<file path="src/rtl/s2p_pkg.sv">
// ============================================================================
// Module   : s2p_pkg
// Purpose  : Shared types and helpers for the s2p_rx serial-to-parallel
//            receiver (FSM state encoding, parity sense, counter sizing).
// Macros   : S2P_PARITY_EN (consumed by s2p_rx; enables the PAR state)
// Revision : 1.0 - initial release
// ============================================================================
`default_nettype none

package s2p_pkg;

    // Receiver FSM states. PAR is only entered when the parity bit is enabled.
    typedef enum logic [1:0] {
        IDLE  = 2'd0,
        SHIFT = 2'd1,
        PAR   = 2'd2
    } state_t;

    // Parity sense: 0 selects even parity, so perr = XOR(data) ^ parity_bit.
    localparam logic PAR_EVEN = 1'b0;

    // Width of a counter that must hold the values 0..w inclusive.
    function automatic int cnt_w(input int w);
        return $clog2(w + 1);
    endfunction

endpackage

`default_nettype wire

</file>
<file path="src/rtl/s2p_hold.sv">
// ============================================================================
// Module   : s2p_hold
// Purpose  : One-word valid/ready holding register for s2p_rx. Captures a
//            completed word when empty (or being drained this cycle) and
//            flags an overrun when a word arrives while the slot is blocked.
// Ports    : clk, rst      - clock, asynchronous active-high reset
//            load          - a completed word is offered this cycle
//            din, perr_in  - offered word and its parity-error flag
//            pready        - consumer accepts pout when pvalid & pready
//            pout, perr    - held word and its parity-error flag
//            pvalid        - pout holds an unconsumed word
//            done          - one-cycle pulse: word captured
//            ovr           - one-cycle pulse: offered word dropped
// Revision : 1.0 - initial release
// ============================================================================
`default_nettype none

module s2p_hold #(
    parameter int W = 4
) (
    input  logic         clk,
    input  logic         rst,
    input  logic         load,
    input  logic [W-1:0] din,
    input  logic         perr_in,
    input  logic         pready,
    output logic [W-1:0] pout,
    output logic         pvalid,
    output logic         perr,
    output logic         done,
    output logic         ovr
);

    logic [W-1:0] r_pout;
    logic         r_pvalid;
    logic         r_perr;
    logic         r_done;
    logic         r_ovr;

    logic w_accept;
    logic w_take;

    // A drain and a load in the same cycle are allowed: the slot frees and
    // refills on the same edge, so the consumer never sees a bubble.
    assign w_accept = r_pvalid & pready;
    assign w_take   = load & (~r_pvalid | pready);

    always_ff @(posedge clk or posedge rst) begin
        if (rst) begin
            r_pout   <= '0;
            r_pvalid <= 1'b0;
            r_perr   <= 1'b0;
            r_done   <= 1'b0;
            r_ovr    <= 1'b0;
        end else begin
            r_done <= w_take;
            r_ovr  <= load & r_pvalid & ~pready;
            if (w_take) begin
                r_pout   <= din;
                r_perr   <= perr_in;
                r_pvalid <= 1'b1;
            end else if (w_accept) begin
                r_pvalid <= 1'b0;
            end
        end
    end

    assign pout   = r_pout;
    assign pvalid = r_pvalid;
    assign perr   = r_perr;
    assign done   = r_done;
    assign ovr    = r_ovr;

endmodule

`default_nettype wire

</file>
<file path="src/rtl/s2p_rx.sv">
// ============================================================================
// Module   : s2p_rx
// Purpose  : Serial-to-parallel receiver. Rebuilds W-bit words from a
//            strobed serial stream (sof marks bit 0) and presents them on a
//            valid/ready port through a one-word holding register.
// Macros   : S2P_PARITY_EN - when defined, one extra even-parity bit follows
//            each word and perr reports a mismatch; otherwise perr is 0.
// Ports    : clk, rst           - clock, asynchronous active-high reset
//            sin, sin_en, sof   - serial bit, bit strobe, start of frame
//            pout, pvalid       - received word / word held
//            pready             - consumer accept
//            done, ovr          - word captured / word dropped (pulses)
//            rdy, busy          - idle waiting for sof / frame in progress
//            sync_err           - pulse: sof arrived mid-frame
//            perr               - parity error flag travelling with pout
// Revision : 1.0 - initial release
// ============================================================================
`default_nettype none

module s2p_rx
    import s2p_pkg::*;
#(
    parameter int W         = 4,
    parameter bit MSB_FIRST = 1'b1
) (
    input  logic         clk,
    input  logic         rst,
    input  logic         sin,
    input  logic         sin_en,
    input  logic         sof,
    output logic [W-1:0] pout,
    output logic         pvalid,
    input  logic         pready,
    output logic         done,
    output logic         rdy,
    output logic         busy,
    output logic         ovr,
    output logic         sync_err,
    output logic         perr
);

    localparam int            CW     = cnt_w(W);
    localparam logic [CW-1:0] C_LAST = CW'(W - 1);
    localparam logic [CW-1:0] C_ONE  = CW'(1);

    state_t        r_state;
    logic [CW-1:0] r_cnt;
    logic [W-1:0]  r_sreg;
    logic          r_sync_err;

    logic [W-1:0]  w_shift_data;  // shift register after taking sin
    logic [W-1:0]  w_first_data;  // fresh frame: sin as bit 0, rest cleared
    logic          w_load;
    logic [W-1:0]  w_din;
    logic          w_perr;

    generate
        if (MSB_FIRST) begin : g_msb_first
            assign w_shift_data = {r_sreg[W-2:0], sin};
            assign w_first_data = {{(W-1){1'b0}}, sin};
        end else begin : g_lsb_first
            assign w_shift_data = {sin, r_sreg[W-1:1]};
            assign w_first_data = {sin, {(W-1){1'b0}}};
        end
    endgenerate

    always_ff @(posedge clk or posedge rst) begin
        if (rst) begin
            r_state    <= IDLE;
            r_cnt      <= '0;
            r_sreg     <= '0;
            r_sync_err <= 1'b0;
        end else begin
            r_sync_err <= sin_en & sof & (r_state != IDLE);
            if (sin_en & sof) begin
                // sof always restarts a frame; mid-frame it also discards the
                // partial word (flagged above as a sync error).
                r_sreg  <= w_first_data;
                r_cnt   <= C_ONE;
                r_state <= SHIFT;
            end else if (sin_en) begin
                case (r_state)
                    SHIFT: begin
                        r_sreg <= w_shift_data;
                        if (r_cnt == C_LAST) begin
`ifdef S2P_PARITY_EN
                            r_state <= PAR;
                            r_cnt   <= r_cnt + 1'b1;
`else
                            r_state <= IDLE;
                            r_cnt   <= '0;
`endif
                        end else begin
                            r_cnt <= r_cnt + 1'b1;
                        end
                    end
                    PAR: begin
                        // Parity bit consumed; the word leaves via w_load.
                        r_state <= IDLE;
                        r_cnt   <= '0;
                    end
                    IDLE: begin
                        // Bits outside a frame are ignored.
                    end
                    default: begin
                        r_state <= IDLE;
                        r_cnt   <= '0;
                    end
                endcase
            end
        end
    end

    // The holding register captures on the same edge that samples the final
    // bit, giving one clock of latency from the last strobe to pvalid/done.
`ifdef S2P_PARITY_EN
    assign w_load = (r_state == PAR) & sin_en & ~sof;
    assign w_din  = r_sreg;
    assign w_perr = (^r_sreg) ^ sin ^ PAR_EVEN;
`else
    assign w_load = (r_state == SHIFT) & sin_en & ~sof & (r_cnt == C_LAST);
    assign w_din  = w_shift_data;
    assign w_perr = 1'b0;
`endif

    s2p_hold #(
        .W (W)
    ) u_hold (
        .clk     (clk),
        .rst     (rst),
        .load    (w_load),
        .din     (w_din),
        .perr_in (w_perr),
        .pready  (pready),
        .pout    (pout),
        .pvalid  (pvalid),
        .perr    (perr),
        .done    (done),
        .ovr     (ovr)
    );

    assign rdy      = (r_state == IDLE);
    assign busy     = (r_state != IDLE);
    assign sync_err = r_sync_err;

endmodule

`default_nettype wire
</file>
<file path="config.mk">
export PLATFORM = sky130hd
export DESIGN_NAME = s2p_rx
export DESIGN_NICKNAME = d
export VERILOG_FILES = /design/src/rtl/s2p_pkg.sv /design/src/rtl/s2p_hold.sv /design/src/rtl/s2p_rx.sv
export SDC_FILE = /design/constraint.sdc
export NUM_CORES = 1
export LEC_CHECK = 0
export ABC_AREA = 1
export CAP_MARGIN = 0
export CORE_MARGIN = 3
export CORE_UTILIZATION = 48
export CTS_CLUSTER_SIZE = 12
export DETAILED_ROUTE_END_ITERATION = 10
export HOLD_SLACK_MARGIN = 0.06
export PLACE_DENSITY = 0.89
export SLEW_MARGIN = 20
export SYNTH_ARGS = -nofsm -noshare
export SYNTH_HDL_FRONTEND = slang
export SYNTH_SLANG_ARGS = --single-unit
export TNS_END_PERCENT = 100
</file>
<file path="constraint.sdc">
create_clock -name clk -period 2.9 [get_ports clk]
set_input_delay 0.435 -clock clk [delete_from_list [all_inputs] [get_ports clk]]
set_output_delay 0.435 -clock clk [all_outputs]
set_load 0.005 [all_outputs]
</file>
# [Word level (Yosys, flattened, before mapping)]
# Index checks and enable logic that the tools add are counted.
[word_totals] ff_bits=16 inputBits=6 out_inout_bits=11 wordCells=47
[classes] n_addsub=1 eq_ne=4 muxes=13 n_bitwise=13 reduce_logical=8
[ops] op="two-way mux 3 bit" count=6
[ops] op="bitwise AND 1 bit" count=9
[ops] op="nonzero test 2 bit" count=4
[ops] op="two-way mux 2 bit" count=3
[ops] op="one-hot mux 3 bit (2 select lines)" count=1
[ops] op="one-hot mux 2 bit (2 select lines)" count=1
[ops] op="AND reduction 2 bit" count=2
[ops] op="adder 3 x 1 -> 3 bit, second input constant" count=1
[ops] op="== test 3 x 2 -> 1 bit, second input constant" count=1
[ops] op="inequality test 3 x 2 -> 1 bit, second input constant" count=1
[ops] op="inverter 1 bit" count=3
[ops] op="AND reduction 3 bit" count=1
[ops] op="== test 2 x 1 -> 1 bit, second input constant" count=1
[ops] op="logical NOT 2 bit" count=1
[ops] op="two-way mux 1 bit" count=2
[ops] op="inequality test 2 x 1 -> 1 bit, second input constant" count=1
[ops] op="bitwise OR 1 bit" count=1

# [Longest topological paths before layout]
# Gate-level depths: netlist of run 1.
[logic_depth] word_depth=6 ltp_mapped=6 mapped_depth_nobuf=6

# [By module]
# A second synthesis of run 1 with hierarchy kept.
[hier_totals] hier_cells=75 area_unflattened_um2=655.6
[by_module_without_submodules] mod="s2p_rx" instances=1 cells_per_inst=44 area_per_inst_um2=357.8 seq_area_each_um2=200.2
[by_module_without_submodules] mod="s2p_hold" instances=1 cells_per_inst=31 area_per_inst_um2=297.8 seq_area_each_um2=200.2

# [Least setup slack after synthesis of run 1]
# Ideal clock, no wire load.
[synth_path] path_type="register -> register" from="register r_cnt[0]" to="register u_hold.r_pout[0], in the netlist u_hold.pout[0]" setup_ns=0.118 arrival_ns=0.918 t_required_ns=2.782 slack_ns=1.864 stages_incl_launch_ff=7 path_buffers=0 period_less_slack_ns=1.036 cell_sequence="dfrtp_1 ha_1 inv_1 nor2_4 nand3_4 nand2_1 nand2_1"
[synth_between] elab_chain_cells=3
[synth_rtl] item="start: declaration" line_no="s2p_rx.sv:47" rtl="logic [CW-1:0] r_cnt;"
[synth_rtl] item="start signal: assignment" line_no="s2p_rx.sv:94" rtl="r_cnt <= r_cnt + 1'b1;"
[synth_rtl] item="== test 3 x 2 -> 1 bit" line_no="s2p_rx.sv:121" rtl="assign w_load = (r_state == SHIFT) & sin_en & ~sof & (r_cnt == C_LAST);"
[synth_rtl] item="bitwise AND 1 bit" line_no="s2p_rx.sv:121"
[synth_rtl] item="bitwise AND 1 bit" line_no="s2p_hold.sv:46" rtl="assign w_take = load & (~r_pvalid | pready);"
[synth_rtl] item="end signal: assignment" line_no="s2p_hold.sv:59" rtl="r_pout <= din;"
[synth_rtl] item="end: declaration" line_no="s2p_hold.sv:34" rtl="logic [W-1:0] r_pout;"
# No other way between the ends.
# A chain may end at the register's enable or synchronous reset.

# [Worst setup path after layout of run 1]
[layout_path] from="register r_state[0]" to="output rdy"
[layout_between] elab_chain_cells=1
[layout_rtl] item="start: declaration" line_no="s2p_rx.sv:46" rtl="state_t r_state;"
[layout_rtl] item="start signal: assignment" line_no="s2p_rx.sv:69" rtl="r_state <= IDLE;"
[layout_rtl] item="start signal: assignment" line_no="s2p_rx.sv:80" rtl="r_state <= SHIFT;"
[layout_rtl] item="start signal: assignment" line_no="s2p_rx.sv:90" rtl="r_state <= IDLE;"
[layout_rtl] item="logical NOT 2 bit" line_no="s2p_rx.sv:142" rtl="assign rdy = (r_state == IDLE);"
[layout_rtl] item="end: declaration" line_no="s2p_rx.sv:35" rtl="output logic rdy,"
# No other way between the ends.

==> results.md, run 1 <==
Logic synthesis:
- The register area share after synthesis is 58.0%.
- Of all cell types, the one taking the most synthesized area is dfrtp_1.
- The netlist uses 17 different library cells.
- The share of the synthesized area in the top cell type is between 50 and 60%.
- Synthesis produced a netlist with a net count of 75.
- The mean instance size in the synthesized netlist is between 9 and 10 µm².
- In this run, synthesis produced a sequential element count of 15.
- Synthesis produced a netlist whose cell count is 68.
- Yosys printed 0 warnings.
- Summing every instance area after synthesis gives approximately 650 µm².
- After synthesis, the cell types taking the most area are dfrtp_1 58%, nand2_1 12%, inv_1 6.4%.

Worst setup path:
- At the worst endpoint, the arrival time is around 1.3 ns.
- The launching element type of the critical path is a flip-flop.
- The number of cells traversed by the worst register-to-register path is 6.
- The slowest stage of the critical path is the clkdlybuf4s50_1 cell.
- In this design, the stage delay of the slowest critical-path cell is 0.50 ns.
- The worst setup path is of the reg2out kind.
- The capturing element type of the critical path is an output pin.
- For the worst setup path, the data required time is 2.47 ns.
- The signal on the critical path passes through inv_1 -> clkdlybuf4s50_1.
- The cell family with the largest share of critical-path delay is buffers and inverters.
- In this run the number of cells on the critical path is 2.
- The highest fanout seen on the critical path is 4.
- The sum of buffers and inverters on the critical path is 2.

Run status:
- The run finished with clean final reports.

CTS:
- The root buffer cell chosen for the clock tree is clkbuf_4.
- The clock-pin slew on the worst setup and hold paths is 0.08 ns.
- The H-tree depth reported by CTS is 1.
- Buffers inserted during clock tree synthesis total 3.
- For this design, the sink count on the clock tree is 15.
- The insertion delay of the later-clocked pin in the worst-skew pair is 0.28 ns.
- In this run the post-CTS setup repair buffer count came out at 0.
- The maximum buffer depth of the clock tree is 2.
- The quantity of gates resized following cts is 0.
- TritonCTS built the clock tree.
- In this run, post-CTS hold repair placed 0 buffers.

Pwr:
- The share of total power consumed by net switching is 33.0%.
- The net switching component of the power is 0.209 mW.
- The clock network accounts for 18.5% of the total power.
- Power comes to 0.634 mW.
- Combinational logic is responsible for about a third of the overall power.
- Power spread over the standard cell area amounts to 761 nW/µm².
- The internal power consumption is 0.424 mW.
- The part of the total power dissipated in sequential elements is between 40 and 50%.
- VDD sags by at most 0.429 mV.
- The leakage power summed over all cells is 0.423 nW.

Job:
- The tool flagged a number of max-cap violations equal to 0.

Final layout:
- The share of cells above drive strength 1 is 9.30%.
- The number of nets in the finished design is 94.
- The most common cell after layout, fill and taps aside is nand2_1.
- The library cells used most frequently in the layout, excluding fill and tap cells, are 20 x nand2_1, 15 x clkdlybuf4s50_1, 15 x dfrtp_1.
- The antenna diode instance count is 0.
- From synthesis to final layout, the design area changed by 28.8%.
- The filler-free cell count of the finished design is 100.
- The layout has 94 filler cells.
- The finished cells cover 833 µm².

Routing:
- The number of DRC violations after detailed routing is 0.
- The sum of routed wire length over all layers is 1.23 mm.
- The average detailed-routed wire length per instance is around 12 µm.
- The number of DRC violations after detailed-routing iteration 0 is 13.
- The number of detailed-routing iterations run before antenna repair is 4.
- The detail route stage leaves a number of antenna-violating nets equal to 0.
- The count of vias placed by the detailed router is 534.
- Using the TritonRoute via totals, the vias-per-cell ratio works out to 5.34.

STA:
- Headroom to the max-slew limit came out at 64.4%.
- Hold is met by 0.483 ns.
- In the finished design, the share of the clock period the worst path needs comes to between 50% and 60%.
- The hold violation count in the final report is 0.
- The clock period minus final worst setup slack is 1.72 ns.
- The final number of setup-violating endpoints is 0.
- Between clock sinks in the finished design, the worst skew comes to about 0.0018 ns.
- Timing would allow up to ~580 MHz.
- The total count of max-transition violations in the final report was 0.
- Setup repair after global routing left no endpoint under its margin.
- The post-route setup TNS is 0 ns.
- The transition time of the tightest slew-check pin is 0.534 ns.

Worst hold path:
- The path type of the worst min-delay path is reg2reg.
- Counting instances, the worst hold path has a depth of 2.

Floorplanning:
- The overall die area is 1820 µm².
- The number of rows in the core area is 12.
- The die outline height is 42.7 µm.
- The die boundary width is 42.7 µm.
- The region available for standard cell placement spans 1190 µm².
- The count of boundary I/O pins is 17.
- The initial utilization of the core area, before any placement, comes to between 50% and 60%.

GRT:
- The number of global-route vias before repair is 527.
- The number of antenna violations at the first check in global routing is 0.
- The largest net degree at the start of global routing is 16.
- Global routing used 16.3% of the available tracks across all layers.
- The residual overflow from global routing is 0.
- The global-route wire length before repair is 2.23 mm.

Placement:
- The count of input and output buffers is 15.
- The half-perimeter wire length after placement is 974 µm.
- Routability-driven placement finished with a final weighted congestion of 0.767.
- Including well taps, the total number of placed cells is 96.
- Once placement finished, the instance area stood at 807 µm².
[sequential cells by signal, indices dropped and copies added (netlist names)]
register,cells
r_cnt,3
r_sreg,3
r_state,1
sync_err,1
u_hold.done,1
u_hold.ovr,1
u_hold.pout,4
u_hold.pvalid,1
[metrics by stage]
step	worst slack (ns)	util, %
2_1_floorplan	1.86	-
3_3_place_gp	1.31	68.0
3_5_place_dp	1.24	68.0
4_1_cts	1.17	70.3
5_1_grt	1.11	70.3
6_report	1.18	70.3
[cell families after synthesis]
logic type,after synthesis,share of synthesized area [%]
compound gates,5,5.03
fa+ha+maj,1,1.93
buf+inv,12,7.54
flops,15,58.0
other cells,1,0.580
simple gates,34,26.9
[worst paths after layout]
kind	end	slack, ns	startpoint
max	rdy	1.18	r_state[0]
min	u_hold.pout[2]	0.48	u_hold.pout[2]
max reg2reg	u_hold.pout[1]	1.71	r_cnt[1]
max in group asynchronous	r_sreg[2]	2.06	rst
min in group asynchronous	u_hold.pout[3]	0.49	rst
min reg2reg	u_hold.pout[2]	0.48	u_hold.pout[2]
[cell type report]
class / instances / area (µm²) / area share, %
clock buffer: 4 / 26.3 / 3.15
inverter: 11 / 41.3 / 4.95
multi-input combinational: 41 / 223 / 26.7
sequential: 15 / 375 / 45.0
tap: 14 / 17.5 / 2.10
timing repair buffer: 15 / 150 / 18.0
[metal layers]
layer | share of wire (%) | global-route usage [%] | vias to the layer above
met5 | 0 | 0 | -
met4 | 2.2 | 7.45 | 0
met3 | 7.7 | 4.24 | 5
met2 | 50 | 26.6 | 29
met1 | 40 | 19.8 | 250
li1 | - | - | 250
[synthesized netlist by cell type (all sizes together)]
master / count
o211ai: 1
inv: 11
ha: 1
dfrtp: 15
nor2: 4
buf: 1
conb: 1
a21oi: 1
nand4: 4
nand2: 21
o22ai: 1
nand3: 5
o21ai: 2
[tightest hold or removal path, stage by stage (launching register included)]
cell and delay (ns):
dfrtp_1 0.35, nand2_1 0.05, nand2_1 0.05
[power by group through the flow]
stage / clock network (mW) / registers (mW) / logic [mW]
floorplan: 0 / 0.294 / 0.114
global placement: 0 / 0.296 / 0.214
detailed placement: 0 / 0.298 / 0.221
CTS: 0.119 / 0.294 / 0.223
global route: 0.138 / 0.301 / 0.247
finish: 0.117 / 0.295 / 0.222
Power figures use the tool's default switching activity.
==> run 2: changes to the inputs <==
CORE_ASPECT_RATIO = 0.9   (was default)
CORE_UTILIZATION = 41   (was 48)
PLACE_DENSITY = 0.82   (was 0.89)
clock period = 1.5 ns   (was 2.9 ns; I/O delays follow)
==> run 2 against run 1 <==
Compared with the run above: register-to-register slack got worse by 1.4 ns; non-clock buffer count rose by 3; first-iteration DRC count fell by 7.7%; worst setup slack got worse by 1.1 ns; combinational power rose by 110%; die area rose by 15%; power rose by 97%; hold slack got worse by 0.25 ns; highest routed layer is now met3.
==> results.md, run 2 (synthesis results as in run 1) <==
Run status:
- The flow ran to the end, and the final reports show no timing, DRC or antenna violations.

Worst setup path:
- On the critical path, the stage with the largest delay is an instance of clkdlybuf4s50_1.
- Walking the worst path, the cells encountered are clkdlybuf4s50_1.
- The highest fanout seen on the critical path is 2 (-2).
- The cell family with the largest share of critical-path delay is buffers and inverters.
- STA classifies the critical path startpoint as a flip-flop.
- The required time of the critical path came to 1.27 ns (-1.20 ns).
- The data arrival time of the critical path is 1.15 ns (-0.14 ns).
- The longest individual stage delay on the worst path came to 0.50 ns (about the same).
- The sum of buffers and inverters on the critical path is 1 (-1).
- The capturing element type of the critical path is an output pin.
- The kind of critical path is reg2out.

CTS:
- The clock sink count is 15 (unchanged).
- The insertion delay of the later-clocked pin in the worst-skew pair is 0.28 ns (about the same).
- The TritonCTS clock tree is yes.
- The H-tree depth reported by CTS is 1 (unchanged).
- The total clock buffers created by CTS is 3 (unchanged).
- The maximum buffer depth of the clock tree is 2 (unchanged).
- The quantity of hold-fixing buffers added after cts was 0 (unchanged).
- The tree is rooted in a clkbuf_4.
- The clock-pin slew on the worst setup and hold paths is 0.08 ns (about the same).

Floorplanning:
- The number of rows in the core area is 12 (unchanged).
- The die outline height was 43.7 µm (+2.3%).
- The count of boundary I/O pins was 17 (unchanged).
- The overall die area is 2090 µm² (+15%).
- The core outline area is 1350 µm² (+14%).
- The effective utilization at floorplan is 47.9% (-6.7 points).
- The die boundary width is 47.9 µm (+12%).

STA:
- The worst path in the final design needs a cycle of 1.38 ns, including I/O delays and setup.
- Setup repair after global routing left no endpoint under its margin.
- The total count of max-transition violations in the final report is 0 (unchanged).
- The final number of setup-violating endpoints came to 0 (unchanged).
- The worst-case setup margin in the final layout is 0.123 ns (-1.05 ns).
- The worst-case clock skew was 0.000650 ns (-0.00119 ns).
- The hold violation count in the final report is 0 (unchanged).
- Of the available clock period, the critical path in the final layout requires 91.8%.
- The post-route setup TNS is 0 ns (unchanged).
- The timing-limited maximum frequency is 726 MHz.

Worst hold path:
- The path type of the worst min-delay path is in2async.

GRT:
- The residual overflow from global routing was 0 (unchanged).
- The largest net degree at the start of global routing is 16 (unchanged).
- The all-layer global routing usage came to 13.3% (-3.0 points).
- The global-route wire length before repair came to 1.96 mm (-12%).
- The number of antenna violations at the first check in global routing was 0 (unchanged).
- The number of global-route vias before repair was 463 (-12%).

Final layout:
- Leaving out fill and tap cells, the most frequent cells in the layout are 20 x nand2_1, 15 x dfrtp_1, 14 x clkdlybuf4s50_1.
- The number of nets in the finished design is 97 (+3.2%).
- Relative to the synthesized area, the layout overhead comes to 32.7%.
- The antenna diode instance count was 0 (unchanged).
- The utilization after layout is 63.5% (-6.7 points).
- The library cell used most frequently in the layout, excluding fill and tap cells, is nand2_1.
- The share of cells above drive strength 1 came to 12.4% (+3.1 points).
- The flip-flop count of the largest register, all copies and words added is 4 (unchanged).

Pwr:
- The leakage power summed over all cells is 0.452 nW (+7.0%).
- The maximum VDD drop is 0.924 mV (+120%).
- The fraction of power consumed by the clock network was 18.2% (-0.3 points).
- The combinational power share is 37.1% (+2.1 points).
- The share of total power consumed by net switching is 32.2% (-0.86 points).
- The internal power consumption was 0.846 mW (+99%).
- The power per cell area is 1450 nW/µm² (+91%).
- The net switching component of the power came to 0.401 mW (+92%).
- The part of the total power dissipated in sequential elements is 44.7% (-1.8 points).

Placement:
- The count of input and output buffers is 15 (unchanged).
- The setup slack at placement is 0.0786 ns (-1.16 ns).
- The final RePlAce weighted congestion is 0.770 (+0.50%).
- The half-perimeter wire length after placement is 915 µm (-6.0%).

Routing:
- The average detailed-routed wire length per instance is 12.1 µm (-1.2%).
- The count of vias placed by the detailed router came to 520 (-2.6%).
- The number of detailed-routing iterations run before antenna repair is 4 (unchanged).
- The number of vias per cell came to 5.05 (-5.5%).
- The number of DRC violations after detailed routing is 0 (unchanged).
- The antenna violation net count after detailed routing is 0 (unchanged).
- The number of DRC violations after detailed-routing iteration 0 was 12 (-1).
- The sum of routed wire length over all layers came to 1.25 mm (+1.7%).

Job:
- The number of max-cap violations is 0 (unchanged).
## run 2: cell types whose count changed in the layout (fill, tap and decap cells not counted), sizes merged
cell,change
buf,+3
clkdlybuf4s50,-1
dlymetal6s2s,+1
## run 2: cell type report
| class | count | area, µm² |
|---|---|---|
| repair buffers | 18 | 175 |
| well taps | 14 | 17.5 |
| inverters | 11 | 41.3 |
| clock buffers | 4 | 26.3 |
| fillers | 107 | 493 |
| flip-flops and latches | 15 | 375 |
| multi-input cells | 41 | 223 |
## run 2: worst reg2reg max path: stages (launching register included)
cell     delay [ns]
dfrtp_1        0.37
buf_4          0.11
buf_4          0.10
nand2_2        0.09
nor2_4         0.20
nand3_4        0.12
nand2_1        0.09
nand2_1        0.05
## run 2: what timing repair did
action / CTS / global route
gates cloned: 0 / 0
setup endpoints to repair: 1 / 1
buffers inserted: 1 / 1
resized for setup: 0 / 1
## run 2: worst paths after layout
path | startpoint | slack (ns) | cells past startpoint | end
worst min register to register | u_hold.pout[1] | 0.48 | 2 | u_hold.pout[1]
worst min-delay path | rst | 0.24 | 3 | u_hold.pout[3]
max in group asynchronous | rst | 1.09 | 3 | r_cnt[2]
worst max register to register | r_state[0] | 0.28 | 7 | u_hold.pout[3]
min in group clk | u_hold.pout[1] | 0.48 | 2 | u_hold.pout[1]
worst max-delay path | u_hold.pout[2] | 0.12 | 1 | pout[2]
## run 2: power groups by stage
stage / combinational (mW) / sequential (mW) / clock, mW
floorplan: 0.221 / 0.569 / 0
detailed placement: 0.429 / 0.571 / 0
global placement: 0.419 / 0.570 / 0
CTS: 0.452 / 0.557 / 0.236
global route: 0.526 / 0.570 / 0.253
finish: 0.463 / 0.557 / 0.227
## run 2: through the flow
step / power (mW) / hold slack [ns] / cells / instance area [µm²]
after floorplan: 0.790 / 0.126 / 68 / 647
after detailed placement: 1.00 / 0.463 / 97 / 815
after global routing: 1.35 / 0.275 / 103 / 858
after global placement: 0.988 / 0.461 / 97 / 815
final: 1.25 / 0.237 / 103 / 858
after CTS: 1.25 / 0.235 / 102 / 848
## run 2: per-layer routing
layer | share of wire [%] | vias to the layer above | GRT usage (%)
met5 | 0 | - | 0
met3 | 7.6 | 0 | 6.22
li1 | - | 257 | -
met4 | 0 | 0 | 3.23
met1 | 46 | 242 | 18.0
met2 | 47 | 21 | 19.3
